[src/rtl/disp_bcd_conv.sv]
// Purpose: memory-mapped display register; a CPU write to DISP_ADDR is converted
//          from 16-bit unsigned binary into four packed BCD digits by double-dabble.
// Latency/backpressure: 16 cycles per conversion. There is no backpressure. One write
//          arriving during a conversion is buffered, and the last such write wins.
// Ports:
//   clk, rst       - system clock (rising edge), async active-high reset
//   writeM         - CPU data-memory write strobe
//   addressM       - CPU data-memory address (15 bits)
//   outM           - CPU write data (16-bit unsigned)
//   bcd            - {thousands, hundreds, tens, ones} of the last completed conversion
//   overflow       - last completed value exceeded 9999
//   busy           - a conversion is in progress
//   valid          - at least one conversion has completed since reset
module disp_bcd_conv #(
  parameter logic [14:0] DISP_ADDR = 15'h6001
) (
  input  logic        clk,
  input  logic        rst,
  input  logic        writeM,
  input  logic [14:0] addressM,
  input  logic [15:0] outM,
  output logic [15:0] bcd,
  output logic        overflow,
  output logic        busy,
  output logic        valid
);

  typedef enum logic {IDLE = 1'b0, CONV = 1'b1} state_t;

  state_t      state_q;
  logic [15:0] src_q;
  logic [19:0] acc_q;
  logic [4:0]  cnt_q;
  logic        pend_q;
  logic [15:0] pend_val_q;
  logic [15:0] bcd_q;
  logic        ovf_q;
  logic        busy_q;
  logic        valid_q;

  logic        hit;
  logic [19:0] acc_adj;
  logic [35:0] dd_shift;
  logic [19:0] acc_d;
  logic [15:0] src_d;
  logic        last_iter;

  assign hit       = writeM && (addressM == DISP_ADDR);
  assign last_iter = (cnt_q == 5'd15);

  // Add-3 correction on every nibble that is 5 or more, applied before the shift.
  always_comb begin
    acc_adj = acc_q;
    for (int n = 0; n < 5; n++) begin
      if (acc_q[4*n +: 4] >= 4'd5) begin
        acc_adj[4*n +: 4] = acc_q[4*n +: 4] + 4'd3;
      end
    end
  end

  // Shift {accumulator, source} left as a single 36-bit word. The accumulator MSB
  // falls off the top, which is harmless because 65535 needs only 19 bits of BCD.
  assign dd_shift = {acc_adj, src_q} << 1;
  assign acc_d    = dd_shift[35:16];
  assign src_d    = dd_shift[15:0];

  always_ff @(posedge clk or posedge rst) begin
    if (rst) begin
      state_q    <= IDLE;
      src_q      <= '0;
      acc_q      <= '0;
      cnt_q      <= '0;
      pend_q     <= 1'b0;
      pend_val_q <= '0;
      bcd_q      <= '0;
      ovf_q      <= 1'b0;
      busy_q     <= 1'b0;
      valid_q    <= 1'b0;
    end else begin
      case (state_q)
        IDLE: begin
          if (hit) begin
            src_q   <= outM;
            acc_q   <= '0;
            cnt_q   <= '0;
            state_q <= CONV;
            busy_q  <= 1'b1;
          end
        end
        CONV: begin
          acc_q <= acc_d;
          src_q <= src_d;
          cnt_q <= cnt_q + 5'd1;
          if (last_iter) begin
            bcd_q   <= acc_d[15:0];
            ovf_q   <= |acc_d[19:16];
            valid_q <= 1'b1;
            cnt_q   <= '0;
            if (hit || pend_q) begin
              // A write on the completion edge itself is newer than any pending value.
              src_q  <= hit ? outM : pend_val_q;
              acc_q  <= '0;
              pend_q <= 1'b0;
            end else begin
              state_q <= IDLE;
              busy_q  <= 1'b0;
            end
          end else if (hit) begin
            pend_q     <= 1'b1;
            pend_val_q <= outM;
          end
        end
        default: begin
          state_q <= IDLE;
          busy_q  <= 1'b0;
        end
      endcase
    end
  end

  assign bcd      = bcd_q;
  assign overflow = ovf_q;
  assign busy     = busy_q;
  assign valid    = valid_q;

endmodule

[config.mk]
export PLATFORM = sky130hd
export DESIGN_NAME = disp_bcd_conv
export DESIGN_NICKNAME = d
export VERILOG_FILES = /design/src/rtl/disp_bcd_conv.sv
export SDC_FILE = /design/constraint.sdc
export NUM_CORES = 1
export LEC_CHECK = 0
export CAP_MARGIN = 30
export CORE_MARGIN = 2
export CORE_UTILIZATION = 30
export CTS_CLUSTER_DIAMETER = 150
export CTS_CLUSTER_SIZE = 14
export DETAILED_ROUTE_END_ITERATION = 10
export PLACE_DENSITY = 0.47
export SLEW_MARGIN = 20
export SYNTH_ARGS = -nofsm -noshare
export SYNTH_HDL_FRONTEND = slang
export SYNTH_SLANG_ARGS = --single-unit
[constraint.sdc]
create_clock -name clk -period 2.6 [get_ports clk]
set_input_delay 0.39 -clock clk [delete_from_list [all_inputs] [get_ports clk]]
set_output_delay 0.39 -clock clk [all_outputs]
set_load 0.005 [all_outputs]
==> metrics <==
outcome complete, no violations; synthesized cell area 4020 sq um; required time worst endpoint 2.81 ns; pin count of the biggest net entering global routing 79; CTS max path bufs 2; Fillers 1353; GP Congestion 0.740; Yosys cell types 42; setup_tns 0 ns; initial drt markers 174; wire length per cell 14.9 um; CTS Buf Count 9; DRC Markers 0; skew final 0.00855 ns; Die H 120 um; Slowest-stage cell, CP dfrtp_1; DIE AREA 14300 sq um; post-synth top area share 48.6%; CTS clk-pin slew, worst paths 0.06 ns; Area contributors post-synth dfrtp_1, o21ai_0, nand2_1, ha_1, a21oi_1; H-tree depth 3; Critical Path Source Type flip-flop; worst skew pair latency 0.33 ns; crit path cell chain ha_1 > and4b_1 > nor2_2 > buf_4 > nor2_2 > buf_4 > a221o_1; Vias/cell 5.00; RSZ-0062 raised after global routing no; max_slew headroom 58.0%; Syn Area/Cell 9.68 sq um; # diodes 0; CP peak stage delay 0.41 ns; post-route ant nets 0; maximum vdd drop 0.325 mV; fin nets 513; TritonCTS Sinks 78; Via Count 3241; period utilization 74.3%; row count 42; CTS tree built; EDFF count, synth 0; Finished Layout Cells 648; synthesized flop and latch total 78; Yosys warning count 0; multi-input logic area 1840 sq um; crit path kind reg -> reg; overall routed net length 9660 um; port bufs 52; Initial Utilization 30.6%; syn_nets 460; max-cap check violation count 0; GRT Overall Usage 14.5%; register area 1950 sq um; endpoints failing setup 0; Synth area leader dfrtp_1; Syn Inst Count 415; Top Ports 53; Final Max Slew Viols 0; global-route wire length before repair 16300 um; HP Class in -> async; DRT Pass-1 Iters 4; Core Footprint 13100 sq um; most common flop cell mapped by yosys dfrtp_1; synthesis-to-layout area growth 25.7%; power per cell area 914 nW/um^2; register area share after synthesis 48.6%; cts hold-fix bufs 0; Max Clk Rate 518 MHz; Congestion Overflow GR 0; Pleak 0.00222 uW; Period minus WS final 1.93 ns; DP Cell Count 633; Clock Root Buffer clkbuf_16; post-cts sizing count 0; Core Util, Final 38.5%; Die W 120 um; CP arrival 2.14 ns; initial antenna violation count 0; Fin. Hold Viols 0; CP endpoint kind flip-flop; Max FO, Critical Path 15; worst slew pin tran 0.627 ns; buffers inserted by post-CTS timing repair 0; Synth async-reset ratio 100%; vias in the first global route 3238; share of cells above drive strength 1 9.75%; HPWL Detailed 6310 um
==> critical path, delay by kind of cell (launching register included) <==
family          cells  cell delay [ns]
buf+inv             2             0.42
simple gates        3             0.39
compound gates      1             0.30
fa+ha+maj           1             0.28
flops               1             0.41
==> through the flow <==
step | power (uW) | cell area, sq um | hold WS (ns) | setup slack (ns)
final | 4620 | 5050 | 0.458 | 0.669
after global routing | 5020 | 5050 | 0.484 | 0.513
after detailed placement | 3500 | 4780 | 0.457 | 0.321
after CTS | 4700 | 5050 | 0.470 | 0.662
after floorplan | 2940 | 4020 | 0.449 | 0.215
after global placement | 3450 | 4780 | 0.448 | 0.363
==> power by group <==
group          switching, uW  internal, uW
Clock                    455           693
Sequential               302          1550
Combinational            828           792
Total                   1580          3040
==> routing by layer <==
metal	vias to the layer above	routed length, um	track usage (%)	share of wire (%)
li1	1585	-	-	-
met1	1582	4390	18.2	45
met2	59	4750	24.2	49
met3	15	331	4.28	3.4
met4	0	182	4.41	1.9
met5	-	0	0	0
==> worst paths after layout <==
path	start	to	slack [ns]	cells past startpoint
worst max-delay path	cnt_q[0]	src_q[13]	0.67	7
worst min register to register	bcd[10]	bcd[10]	0.46	2
worst min-delay path	rst	acc_q[18]	0.46	3
worst max register to register	cnt_q[0]	src_q[13]	0.67	7
max in group asynchronous	rst	bcd[5]	1.79	3
min in group clk	bcd[10]	bcd[10]	0.46	2
==> cell families after synthesis <==
group | Yosys count | synth area share [%]
AO/OA/AOI/OAI | 139 | 20.8
AND/OR/NAND/NOR | 108 | 14.8
flip-flops | 78 | 48.6
buffers and inverters | 53 | 5.54
multiplexers | 21 | 5.76
adder cells (fa/ha/maj) | 11 | 3.42
XOR/XNOR | 5 | 1.09
==> cell type report <==
cell class | instances | area share, %
clock buffers | 14 | 5.22
clock inverters | 1 | 0.0990
inverters | 27 | 2.03
multi-input cells | 284 | 36.5
flip-flops and latches | 78 | 38.6
well taps | 176 | 4.36
repair buffers | 68 | 13.2
==> cell usage in the layout (no fill, tap or decap), drive strengths merged, types with 2 or more instances in the layout <==
master | netlist | final
clkbuf | 18 | 14
mux2 | 17 | 17
inv | 27 | 26
buf | 8 | 16
mux2i | 4 | 4
nand4 | 3 | 3
nor2 | 19 | 19
o21ai | 66 | 66
dfrtp | 78 | 78
a21oi | 23 | 23
ha | 11 | 11
clkinv | 0 | 2
o221ai | 11 | 11
clkdlybuf4s50 | 0 | 52
a221o | 4 | 4
nor4b | 5 | 5
nand2 | 56 | 56
nand2b | 8 | 8
a22oi | 11 | 11
nand3 | 5 | 5
nor3b | 5 | 5
o22ai | 10 | 10
xnor2 | 5 | 5
a31oi | 5 | 5
a2bb2oi | 5 | 5
==> cells in the mapped netlist (2+ instances only) <==
master and n:
nor3b_1 5, nand2b_1 8, nor2_2 2, nor4b_4 2, nand3_1 5, mux2_2 7
a31oi_1 5, nor4b_1 3, a2bb2oi_1 5, buf_2 4, a22oi_1 11, mux2_1 10
nor2_1 16, xnor2_1 5, ha_1 11, o22ai_1 10, dfrtp_1 78, a221o_1 4
o221ai_1 11, a21oi_1 23, inv_1 27, o21ai_0 65, nand4_1 2, clkbuf_1 18
mux2i_1 4, nand2_1 56, buf_4 3
==> state kept, by name (all words and copies together), names as in the netlist <==
name / count
pend_q: 1
bcd: 16
src_q: 16
acc_q: 20
state_q: 1
overflow: 1
cnt_q: 5
valid: 1
busy: 1
pend_val_q: 16
Power figures use the tool's default switching activity.
